## src/rtl/ddr3_iod_dly_pkg.sv

```systemverilog
// Shared definitions for the DDR3 address/command IOD delay controller:
// FSM state encoding, default parameter values and field widths.
package ddr3_iod_dly_pkg;

    localparam int NUM_LANES_DEF = 15;
    localparam int MOVE_GAP_DEF  = 3;
    localparam int MAX_TAP_DEF   = 127;
    localparam int LOAD_TAP_DEF  = 1;

    localparam int LANE_W = 4;
    localparam int TAP_W  = 7;
    localparam int STEP_W = 7;

    typedef enum logic [2:0] {
        ST_IDLE,
        ST_LOAD,
        ST_SETUP,
        ST_MOVE,
        ST_GAP,
        ST_DONE
    } state_t;

endpackage

```

## src/rtl/ddr3_iod_dly_ctrl_if.sv

```systemverilog
// Request/completion handshake between a training engine and the delay controller.
interface ddr3_iod_dly_ctrl_if;
    import ddr3_iod_dly_pkg::*;

    logic              REQ_VALID;
    logic              REQ_READY;
    logic [LANE_W-1:0] REQ_LANE;
    logic              REQ_LOAD;
    logic              REQ_DIR;
    logic [STEP_W-1:0] REQ_STEPS;
    logic              DONE;
    logic              ERR;

    modport master (
        output REQ_VALID, REQ_LANE, REQ_LOAD, REQ_DIR, REQ_STEPS,
        input  REQ_READY, DONE, ERR
    );

    modport slave (
        input  REQ_VALID, REQ_LANE, REQ_LOAD, REQ_DIR, REQ_STEPS,
        output REQ_READY, DONE, ERR
    );

endinterface

```

## src/rtl/ddr3_iod_dly_tap_tracker.sv

```systemverilog
// Per-lane shadow of the IOD tap position with load/step updates and
// saturation flags for the current tap and the tap after one more step.
module ddr3_iod_dly_tap_tracker
    import ddr3_iod_dly_pkg::*;
#(
    parameter int NUM_LANES = NUM_LANES_DEF,
    parameter int MAX_TAP   = MAX_TAP_DEF,
    parameter int LOAD_TAP  = LOAD_TAP_DEF
) (
    input  logic              i_clk,
    input  logic              i_rst,
    input  logic [LANE_W-1:0] i_lane,
    input  logic              i_dir,
    input  logic              i_step,
    input  logic              i_load,
    input  logic [LANE_W-1:0] i_rd_lane,
    output logic              o_sat,
    output logic              o_sat_next,
    output logic [TAP_W-1:0]  o_rd_val
);

    logic [TAP_W-1:0] r_tap [NUM_LANES];
    logic [TAP_W-1:0] w_cur;

    // Out-of-range lane indices select nothing and read back as 0.
    always_comb begin
        w_cur    = '0;
        o_rd_val = '0;
        for (int unsigned i = 0; i < NUM_LANES; i++) begin
            if (i_lane == LANE_W'(i))
                w_cur = r_tap[i];
            if (i_rd_lane == LANE_W'(i))
                o_rd_val = r_tap[i];
        end
    end

    assign o_sat      = i_dir ? (w_cur == TAP_W'(MAX_TAP))     : (w_cur == '0);
    assign o_sat_next = i_dir ? (w_cur == TAP_W'(MAX_TAP - 1)) : (w_cur == TAP_W'(1));

    always_ff @(posedge i_clk) begin
        if (i_rst) begin
            for (int unsigned i = 0; i < NUM_LANES; i++)
                r_tap[i] <= TAP_W'(LOAD_TAP);
        end else begin
            for (int unsigned i = 0; i < NUM_LANES; i++) begin
                if (i_lane == LANE_W'(i)) begin
                    if (i_load)
                        r_tap[i] <= TAP_W'(LOAD_TAP);
                    else if (i_step)
                        r_tap[i] <= i_dir ? r_tap[i] + 1'b1 : r_tap[i] - 1'b1;
                end
            end
        end
    end

endmodule

```

## src/rtl/ddr3_iod_dly_ctrl.sv

```systemverilog
// Sequences LOAD / MOVE strobes to the address/command IOD delay lines.
// Define DDR3_IOD_DLY_TAP_TRACK_EN to add per-lane tap tracking and saturation stops.
module ddr3_iod_dly_ctrl
    import ddr3_iod_dly_pkg::*;
#(
    parameter int NUM_LANES = NUM_LANES_DEF,
    parameter int MOVE_GAP  = MOVE_GAP_DEF,
    parameter int MAX_TAP   = MAX_TAP_DEF,
    parameter int LOAD_TAP  = LOAD_TAP_DEF
) (
    input  logic                 FAB_CLK,
    input  logic                 SYNC_RST,
    ddr3_iod_dly_ctrl_if.slave   req_if,
    output logic [NUM_LANES-1:0] DELAY_LINE_MOVE,
    output logic [NUM_LANES-1:0] DELAY_LINE_DIRECTION,
    output logic [NUM_LANES-1:0] DELAY_LINE_LOAD,
    input  logic [NUM_LANES-1:0] DELAY_LINE_OUT_OF_RANGE,
    input  logic [LANE_W-1:0]    TAP_RD_LANE,
    output logic [TAP_W-1:0]     TAP_RD_VAL
);

    localparam logic [LANE_W:0] LANE_LIM = (LANE_W + 1)'(NUM_LANES);

    state_t              r_state;
    state_t              w_next;
    logic [LANE_W-1:0]   r_lane;
    logic                r_dir;
    logic [STEP_W-1:0]   r_steps;
    logic [7:0]          r_gap;
    logic                r_err;

    logic                w_ready;
    logic                w_accept;
    logic                w_in_lane_ok;
    logic                w_oor;
    logic                w_step;
    logic                w_err_set;
    logic                w_sat;
    logic                w_sat_next;
    logic [NUM_LANES-1:0] w_lane_oh;

    assign w_ready      = (r_state == ST_IDLE) && !SYNC_RST;
    assign w_accept     = req_if.REQ_VALID && w_ready;
    assign w_in_lane_ok = {1'b0, req_if.REQ_LANE} < LANE_LIM;

    always_comb begin
        w_lane_oh = '0;
        for (int unsigned i = 0; i < NUM_LANES; i++)
            w_lane_oh[i] = (r_lane == LANE_W'(i));
    end

    assign w_oor = |(DELAY_LINE_OUT_OF_RANGE & w_lane_oh);

    always_comb begin
        w_next    = r_state;
        w_err_set = 1'b0;
        w_step    = 1'b0;
        case (r_state)
            ST_IDLE: begin
                if (w_accept) begin
                    if (!w_in_lane_ok) begin
                        w_next    = ST_DONE;
                        w_err_set = 1'b1;
                    end else if (req_if.REQ_LOAD)
                        w_next = ST_LOAD;
                    else if (req_if.REQ_STEPS == '0)
                        w_next = ST_DONE;
                    else
                        w_next = ST_SETUP;
                end
            end
            ST_LOAD:  w_next = ST_DONE;
            ST_SETUP: begin
                if (w_sat) begin
                    w_next    = ST_DONE;
                    w_err_set = 1'b1;
                end else
                    w_next = ST_MOVE;
            end
            ST_MOVE:  w_next = ST_GAP;
            ST_GAP: begin
                // The tap moves on the last gap cycle; a saturated post-step tap
                // stops here so no further MOVE is pulsed.
                if (r_gap == '0) begin
                    if (w_oor) begin
                        w_next    = ST_DONE;
                        w_err_set = 1'b1;
                    end else begin
                        w_step = 1'b1;
                        if (r_steps == STEP_W'(1))
                            w_next = ST_DONE;
                        else if (w_sat_next) begin
                            w_next    = ST_DONE;
                            w_err_set = 1'b1;
                        end else
                            w_next = ST_MOVE;
                    end
                end
            end
            ST_DONE:  w_next = ST_IDLE;
            default:  w_next = ST_IDLE;
        endcase
    end

    always_ff @(posedge FAB_CLK) begin
        if (SYNC_RST) begin
            r_state <= ST_IDLE;
            r_lane  <= '0;
            r_dir   <= 1'b0;
            r_steps <= '0;
            r_gap   <= '0;
            r_err   <= 1'b0;
        end else begin
            r_state <= w_next;
            if (w_accept) begin
                r_lane  <= req_if.REQ_LANE;
                r_dir   <= req_if.REQ_DIR;
                r_steps <= req_if.REQ_STEPS;
                r_err   <= w_err_set;
            end else if (w_err_set)
                r_err <= 1'b1;
            if (r_state == ST_MOVE)
                r_gap <= 8'(MOVE_GAP - 1);
            else if (r_state == ST_GAP && r_gap != '0)
                r_gap <= r_gap - 1'b1;
            if (w_step)
                r_steps <= r_steps - 1'b1;
        end
    end

    assign req_if.REQ_READY = w_ready;
    assign req_if.DONE      = (r_state == ST_DONE) && !SYNC_RST;
    assign req_if.ERR       = r_err && !SYNC_RST;

    assign DELAY_LINE_MOVE      = (r_state == ST_MOVE && !SYNC_RST) ? w_lane_oh : '0;
    assign DELAY_LINE_LOAD      = (r_state == ST_LOAD && !SYNC_RST) ? w_lane_oh : '0;
    assign DELAY_LINE_DIRECTION = ((r_state == ST_SETUP || r_state == ST_MOVE || r_state == ST_GAP)
                                   && r_dir && !SYNC_RST) ? w_lane_oh : '0;

`ifdef DDR3_IOD_DLY_TAP_TRACK_EN
    ddr3_iod_dly_tap_tracker #(
        .NUM_LANES (NUM_LANES),
        .MAX_TAP   (MAX_TAP),
        .LOAD_TAP  (LOAD_TAP)
    ) u_tap_tracker (
        .i_clk      (FAB_CLK),
        .i_rst      (SYNC_RST),
        .i_lane     (r_lane),
        .i_dir      (r_dir),
        .i_step     (w_step),
        .i_load     (r_state == ST_LOAD),
        .i_rd_lane  (TAP_RD_LANE),
        .o_sat      (w_sat),
        .o_sat_next (w_sat_next),
        .o_rd_val   (TAP_RD_VAL)
    );
`else
    logic w_unused;
    assign w_unused   = ^{TAP_RD_LANE, TAP_W'(MAX_TAP), TAP_W'(LOAD_TAP)};
    assign w_sat      = 1'b0;
    assign w_sat_next = 1'b0;
    assign TAP_RD_VAL = '0;
`endif

endmodule

```

## src/flat_wrapper.sv

```systemverilog
// flat-port wrapper written by rule: the top's interface ports become plain ports
module ddr3_iod_dly_ctrl_flat import ddr3_iod_dly_pkg::*;
#(
    parameter int NUM_LANES = NUM_LANES_DEF,
    parameter int MOVE_GAP  = MOVE_GAP_DEF,
    parameter int MAX_TAP   = MAX_TAP_DEF,
    parameter int LOAD_TAP  = LOAD_TAP_DEF
)
  (FAB_CLK, SYNC_RST, DELAY_LINE_MOVE, DELAY_LINE_DIRECTION, DELAY_LINE_LOAD, DELAY_LINE_OUT_OF_RANGE, TAP_RD_LANE, TAP_RD_VAL, req_if_REQ_VALID, req_if_REQ_LANE, req_if_REQ_LOAD, req_if_REQ_DIR, req_if_REQ_STEPS, req_if_REQ_READY, req_if_DONE, req_if_ERR);
  ddr3_iod_dly_ctrl_if req_if_i ();
  input  logic FAB_CLK;
  input  logic SYNC_RST;
  output logic [NUM_LANES-1:0] DELAY_LINE_MOVE;
  output logic [NUM_LANES-1:0] DELAY_LINE_DIRECTION;
  output logic [NUM_LANES-1:0] DELAY_LINE_LOAD;
  input  logic [NUM_LANES-1:0] DELAY_LINE_OUT_OF_RANGE;
  input  logic [LANE_W-1:0] TAP_RD_LANE;
  output logic [TAP_W-1:0] TAP_RD_VAL;
  input wire logic [$bits(req_if_i.REQ_VALID)-1:0] req_if_REQ_VALID;
  input wire logic [$bits(req_if_i.REQ_LANE)-1:0] req_if_REQ_LANE;
  input wire logic [$bits(req_if_i.REQ_LOAD)-1:0] req_if_REQ_LOAD;
  input wire logic [$bits(req_if_i.REQ_DIR)-1:0] req_if_REQ_DIR;
  input wire logic [$bits(req_if_i.REQ_STEPS)-1:0] req_if_REQ_STEPS;
  output wire logic [$bits(req_if_i.REQ_READY)-1:0] req_if_REQ_READY;
  output wire logic [$bits(req_if_i.DONE)-1:0] req_if_DONE;
  output wire logic [$bits(req_if_i.ERR)-1:0] req_if_ERR;
  assign req_if_i.REQ_VALID = req_if_REQ_VALID;
  assign req_if_i.REQ_LANE = req_if_REQ_LANE;
  assign req_if_i.REQ_LOAD = req_if_REQ_LOAD;
  assign req_if_i.REQ_DIR = req_if_REQ_DIR;
  assign req_if_i.REQ_STEPS = req_if_REQ_STEPS;
  assign req_if_REQ_READY = req_if_i.REQ_READY;
  assign req_if_DONE = req_if_i.DONE;
  assign req_if_ERR = req_if_i.ERR;
  ddr3_iod_dly_ctrl #(.NUM_LANES(NUM_LANES), .MOVE_GAP(MOVE_GAP), .MAX_TAP(MAX_TAP), .LOAD_TAP(LOAD_TAP)) u_core (.FAB_CLK(FAB_CLK), .SYNC_RST(SYNC_RST), .req_if(req_if_i), .DELAY_LINE_MOVE(DELAY_LINE_MOVE), .DELAY_LINE_DIRECTION(DELAY_LINE_DIRECTION), .DELAY_LINE_LOAD(DELAY_LINE_LOAD), .DELAY_LINE_OUT_OF_RANGE(DELAY_LINE_OUT_OF_RANGE), .TAP_RD_LANE(TAP_RD_LANE), .TAP_RD_VAL(TAP_RD_VAL));
endmodule
```

## config.mk

```make
export PLATFORM = sky130hd
export DESIGN_NAME = ddr3_iod_dly_ctrl_flat
export DESIGN_NICKNAME = d
export VERILOG_FILES = /design/src/rtl/ddr3_iod_dly_pkg.sv /design/src/rtl/ddr3_iod_dly_ctrl_if.sv /design/src/rtl/ddr3_iod_dly_tap_tracker.sv /design/src/rtl/ddr3_iod_dly_ctrl.sv /design/src/flat_wrapper.sv
export SDC_FILE = /design/constraint.sdc
export NUM_CORES = 1
export LEC_CHECK = 0
export BUFFER_PORTS_ARGS = -buffer_cell sky130_fd_sc_hd__buf_2
export CORE_ASPECT_RATIO = 1.5
export CORE_MARGIN = 2
export CORE_UTILIZATION = 42
export DETAILED_ROUTE_END_ITERATION = 8
export PLACE_DENSITY = 0.88
export SLEW_MARGIN = 20
export SYNTH_ARGS = -nofsm -noshare
export SYNTH_HDL_FRONTEND = slang
export SYNTH_HIERARCHICAL = 1
export SYNTH_SLANG_ARGS = --single-unit
export TNS_END_PERCENT = 1
```

## constraint.sdc

```tcl
create_clock -name FAB_CLK -period 2.3 [get_ports FAB_CLK]
set_input_delay 0.23 -clock FAB_CLK [delete_from_list [all_inputs] [get_ports FAB_CLK]]
set_output_delay 0.23 -clock FAB_CLK [all_outputs]
set_load 0.01 [all_outputs]
```

# Yosys cells after proc, flatten, opt, wreduce, memory -nomap -nowiden
# Cells that the tools add are included.
dict set report op_classes {
  n_addsub 2
  n_lt_le_gt_ge 1
  n_eq_ne 22
  muxes 25
  n_bitwise 1
  n_reduce_logical 23
}
# operator n
set op_table {}
lappend op_table {{$mux W15} 3}
lappend op_table {{$eq A4 B4 Y1 const B} 7}
lappend op_table {{$mux W3} 7}
lappend op_table {{$eq A4 B3 Y1 const B} 4}
lappend op_table {{$and A15 B15 Y15} 1}
lappend op_table {{$pmux W3 S5} 1}
lappend op_table {{$reduce_or A15 Y1} 1}
lappend op_table {{$mux W7} 2}
lappend op_table {{$logic_and A1 B1 Y1} 9}
lappend op_table {{$mux W1} 9}
lappend op_table {{$eq A4 B2 Y1 const B} 2}
lappend op_table {{$logic_not A8 Y1} 1}
lappend op_table {{$reduce_bool A8 Y1} 1}
lappend op_table {{$sub A8 B1 Y8 const B} 1}
lappend op_table {{$eq A7 B1 Y1 const B} 1}
lappend op_table {{$logic_not A7 Y1} 1}
lappend op_table {{$sub A7 B1 Y7 const B} 1}
lappend op_table {{$eq A3 B2 Y1 const B} 2}
lappend op_table {{$eq A3 B3 Y1 const B} 2}
lappend op_table {{$reduce_bool A2 Y1} 3}
lappend op_table {{$eq A4 B1 Y1 const B} 1}
lappend op_table {{$logic_not A4 Y1} 1}
lappend op_table {{$lt A4 B4 Y1 const B} 1}
lappend op_table {{$mux W2} 2}
lappend op_table {{8 further kinds} 10}
dict set report totals {
  register_bits 24
  output_inout_bits 55
  elab_cells 81
}

# Longest topological paths before layout
dict set report depth {
  word_depth 8
  depth_mapped 9
  depth_no_buf 8
}

# Worst setup path before layout
# OpenSTA, ideal clock, no wires.
dict set report synth_path {
  path_type {flip-flop to flip-flop}
  from {register u_core.r_lane[0]}
  to {register u_core.r_steps[2]}
  setup_time_ns 0.119
  t_arrival_ns 2.216
  required_time_ns 2.181
  setup_slack_ns -0.034
  path_stages_with_launch 8
  n_path_buf 1
  period_less_slack_ns 2.334
  cell_sequence {dfxtp_1 mux4_2 nand3_1 o311ai_1 or4b_1 buf_6 mux2_4 o221a_1}
}
dict set report synth_via {
  elab_chain_len 7
  word_cells_on_any_way 22
}
# element line
set synth_rtl {}
lappend synth_rtl {{start, declared} ddr3_iod_dly_ctrl.sv:26} ;# logic [LANE_W-1:0] r_lane;
lappend synth_rtl {{start signal, assigned} ddr3_iod_dly_ctrl.sv:116} ;# r_lane <= req_if.REQ_LANE;
lappend synth_rtl {{$eq A4 B1 Y1 (tied with other cells)} ddr3_iod_dly_ctrl.sv:49} ;# w_lane_oh[i] = (r_lane == LANE_W'(i));
lappend synth_rtl {{$and A15 B15 Y15 *} ddr3_iod_dly_ctrl.sv:52} ;# assign w_oor = |(DELAY_LINE_OUT_OF_RANGE & w_lane_oh);
lappend synth_rtl {{$reduce_or A15 Y1 *} ddr3_iod_dly_ctrl.sv:52}
lappend synth_rtl {{$mux W1 *} ddr3_iod_dly_ctrl.sv:85} ;# if (w_oor) begin
lappend synth_rtl {{$mux W1 *} ddr3_iod_dly_ctrl.sv:84} ;# if (r_gap == '0) begin
lappend synth_rtl {{$mux W1 *} ddr3_iod_dly_ctrl.sv:58} ;# case (r_state)
lappend synth_rtl {{$mux W7 / $reduce_bool A2 Y1 (equally long branches)} -}
lappend synth_rtl {{end signal, assigned} ddr3_iod_dly_ctrl.sv:118} ;# r_steps <= req_if.REQ_STEPS;
lappend synth_rtl {{end signal, assigned} ddr3_iod_dly_ctrl.sv:127} ;# r_steps <= r_steps - 1'b1;
lappend synth_rtl {{end, declared} ddr3_iod_dly_ctrl.sv:28} ;# logic [STEP_W-1:0] r_steps;
# Mark *: on every way between the ends. The rest lies on a longest branch, timed or not.
# A chain may end at the register's enable or synchronous reset.

# Worst setup path after layout
# Ends and elaborated chain as after synthesis.

==> results.md <==
- Min-Delay Path Class: primary input to register
- DRC errors left: 0
- Share of cells above drive strength 1: 0.329
- Yosys reg bits: 24
- Pre-CTS setup slack: -137 ps
- Seq/Total Area, Yosys: 0.266
- Internal power: 807 uW
- Sw frac: 0.339
- Worst Path Arrival: between 2000 and 2500 ps
- WL per Instance: 12.7 microns
- Setup TNS Final: -1.29 ps
- Initial Util: 0.432
- Hold slack: slightly below 200 ps
- I/O pin total: 90
- RR Endpoint: u_core/r_steps[2]$_SDFFE_PP0P_
- Post-DRT Antenna Nets: 0
- Die area: around 0.0048 sq mm
- Fmax: 435 MHz
- RSZ-0062 raised after global routing: yes
- DPL Wire Length: between 4000 and 5000 microns
- Layout Cells excl Fill: around 400
- Crit Path Max Fanout: 6
- GRT overflow: 0
- Synthesis Warnings: 6
- Fin nets: around 400
- CP endpoint kind: register
- Worst R2R Path Depth: 6
- Seq pwr share: 0.402
- Post-synth EDFFs: 0
- RR Startpoint: u_core/r_lane[0]$_SDFFE_PP0N_
- Internal reg-to-reg setup slack: -1 ps
- Worst Setup SP: u_core/r_lane[0]$_SDFFE_PP0N_
- Antenna diodes: 0
- Critical path launch point type: register
- Max-slew violations: 0
- P_sw: a little over 400 uW
- Top cells by area, synth: dfxtp_1, nor2_1, nand2_1
- End of the critical path: u_core/r_steps[2]$_SDFFE_PP0P_
- Cell area after synthesis: about 0.0018 sq mm
- Clock slew at reported path FFs: roughly 80 ps
- Worst skew pair latency: approximately 260 ps
- Placement row count: 29
- Vias/cell: between 5 and 6
- 1st-pass router iterations: 5
- Placed cell areas: 0.00230 sq mm
- GP Congestion: between 0.8 and 0.9
- Die W: about 58 microns
- Post-Synthesis Cells: ~270
- Fin area: about 0.0024 sq mm
- CTS root buf: clkbuf_8
- Routed vias: between 2000 and 2500
- Largest net degree at the start of global routing: 22
- Share of flip-flops with an asynchronous set or reset: 0
- Outcome: finished with violations
- Placed Cells: ~400
- Clock tree sinks: 24
- TritonCTS clock tree: done
- Tightest Pin Transition: approximately 570 ps
- Area Overhead vs Synth: 33.1%
- Final Hold Fails: 0
- Max H-tree Level: 1
- Violated checks: negative setup slack
- Tmin final: between 2000 and 2500 ps
- Crit path setup slack, layout: -1.29 ps
- TritonCTS buffer count: 3
- Max Cap Viol: 0
- Critical path class: register to register
- Core footprint: 0.00417 sq mm
- Vias in the first global route: between 1500 and 2000
- Clock Tree Buf Depth: 2
- CP Data Required Time: roughly 2500 ps
- Final worst path period share: 1.00
- Count of input and output buffers: 78
- Combinational Power Share: 0.371
- First-pass GRT wire length: slightly below 8000 microns
- Number of distinct library cells after synthesis: 49
- Worst vdd ir: about 330 uV
- Commonest non-fill, non-tap cells in the layout: buf_2, nor2_1, nand2_1
- Die Ht: ~84 microns
- Syn_area_per_cell: 6.71 sq um
- DRT Wirelength: approximately 5100 microns
- Clock power frac: 0.227
- Slew headroom: 0.615
- Hold Buf Count CTS: 0
- Initial antenna violation count: 0
- Synth area leader: dfxtp_1
- P per Cell Area: 509 mW/mm^2
- Synth Flop Type: dfxtp_1
- Yosys top cell area share: 0.266
- Number of setup buffers added after CTS: 0
- Initial DRC Count: about 110
- Clk_skew: approximately 7.6 ps
- Leak: 1.10 nW
- Commonest non-fill, non-tap cell in the layout: buf_2
- Endpoints failing setup: 1
- Total global-route track usage: 0.198
-- how the worst min path moves through the flow --
stage                             from                       endpoint  slack (ps)  cells past startpoint
detailed placement      req_if_REQ_DIR      u_core/r_dir$_SDFFE_PP0N_         460                      2
finish                  req_if_REQ_DIR      u_core/r_dir$_SDFFE_PP0N_         190                      2
global placement        req_if_REQ_DIR      u_core/r_dir$_SDFFE_PP0N_         460                      2
global route            req_if_REQ_DIR      u_core/r_dir$_SDFFE_PP0N_         190                      2
CTS                     req_if_REQ_DIR      u_core/r_dir$_SDFFE_PP0N_         190                      2
floorplan           req_if_REQ_LANE[0]  u_core/r_lane[0]$_SDFFE_PP0N_         360                      2
-- cells in the mapped netlist, types with 2 or more instances --
library cell / n
o211ai_1: 2
nor4_1: 10
dfxtp_1: 24
clkbuf_1: 14
nand2_1: 40
buf_2: 2
xnor2_1: 5
buf_4: 7
a21oi_1: 15
o21ai_0: 4
mux2_1: 2
xor2_1: 2
and2_1: 2
nor2b_1: 6
nand3_1: 11
nand2b_1: 2
and3_1: 2
mux2_2: 2
inv_1: 9
nand3b_1: 4
a31oi_1: 4
or3_1: 5
nor3_1: 5
nor2_1: 62
ha_1: 3
o21a_1: 2
-- power groups by stage --
stage | sequential [mW] | clock [mW] | combinational, mW
after floorplan | 0.489 | 0 | 0.312
after global placement | 0.496 | 0 | 0.414
final | 0.491 | 0.277 | 0.454
after CTS | 0.489 | 0.284 | 0.441
after global routing | 0.496 | 0.293 | 0.496
after detailed placement | 0.497 | 0 | 0.431
-- routing by layer --
layer / routed length (microns) / GRT usage / up-vias
li1: - / - / 1066
met1: 1880 / 0.193 / 965
met2: 2690 / 0.388 / 100
met3: 335 / 0.0185 / 18
met4: 184 / 0.106 / 0
met5: 0 / 0 / -
-- worst max-delay path, stage by stage (launching register included) --
cell	delay (ps)
dfxtp_2	350
mux4_2	510
nand3_2	100
o311ai_4	100
or4b_4	620
mux2_4	320
o221a_1	200
-- stage by stage --
step                       util  power, mW
final                     0.575       1.22
after global routing      0.575       1.29
after CTS                 0.568       1.21
after detailed placement  0.551      0.929
after global placement    0.551      0.909
after floorplan               -      0.801
-- logic make-up (layout without fill, tap and decap cells) --
logic type / count (synthesis) / after routing / share of synthesized area
flip-flops: 24 / 24 / 0.266
buffers and inverters: 33 / 111 / 0.0888
adder cells (fa/ha/maj): 3 / 3 / 0.0208
multiplexers: 7 / 7 / 0.0513
AND/OR/NAND/NOR: 157 / 157 / 0.403
XOR/XNOR: 7 / 7 / 0.0340
other: 1 / 7 / 0.00208
AO/OA/AOI/OAI: 37 / 37 / 0.134
-- state kept, by name (all words and copies together), names as in the netlist --
register,flops
u_core/r_err,1
u_core/r_steps,7
u_core/r_gap,8
u_core/r_lane,4
u_core/r_dir,1
u_core/r_state,3
-- final cells by class --
cell class | count | area (sq um)
Tap cell | 46 | 57.6
Clock buffer | 4 | 55.1
Fill cell | 372 | 1770
Multi-Input combinational cell | 218 | 1230
Inverter | 9 | 33.8
Timing Repair Buffer | 98 | 544
Sequential cell | 24 | 482
-- what timing repair did --
item / in CTS / in global routing
gates resized for setup: 3 / 5
endpoints found under the setup margin: 6 / 6
pin swaps: 2 / 5
Note: power is estimated with default switching activity, not from simulation.
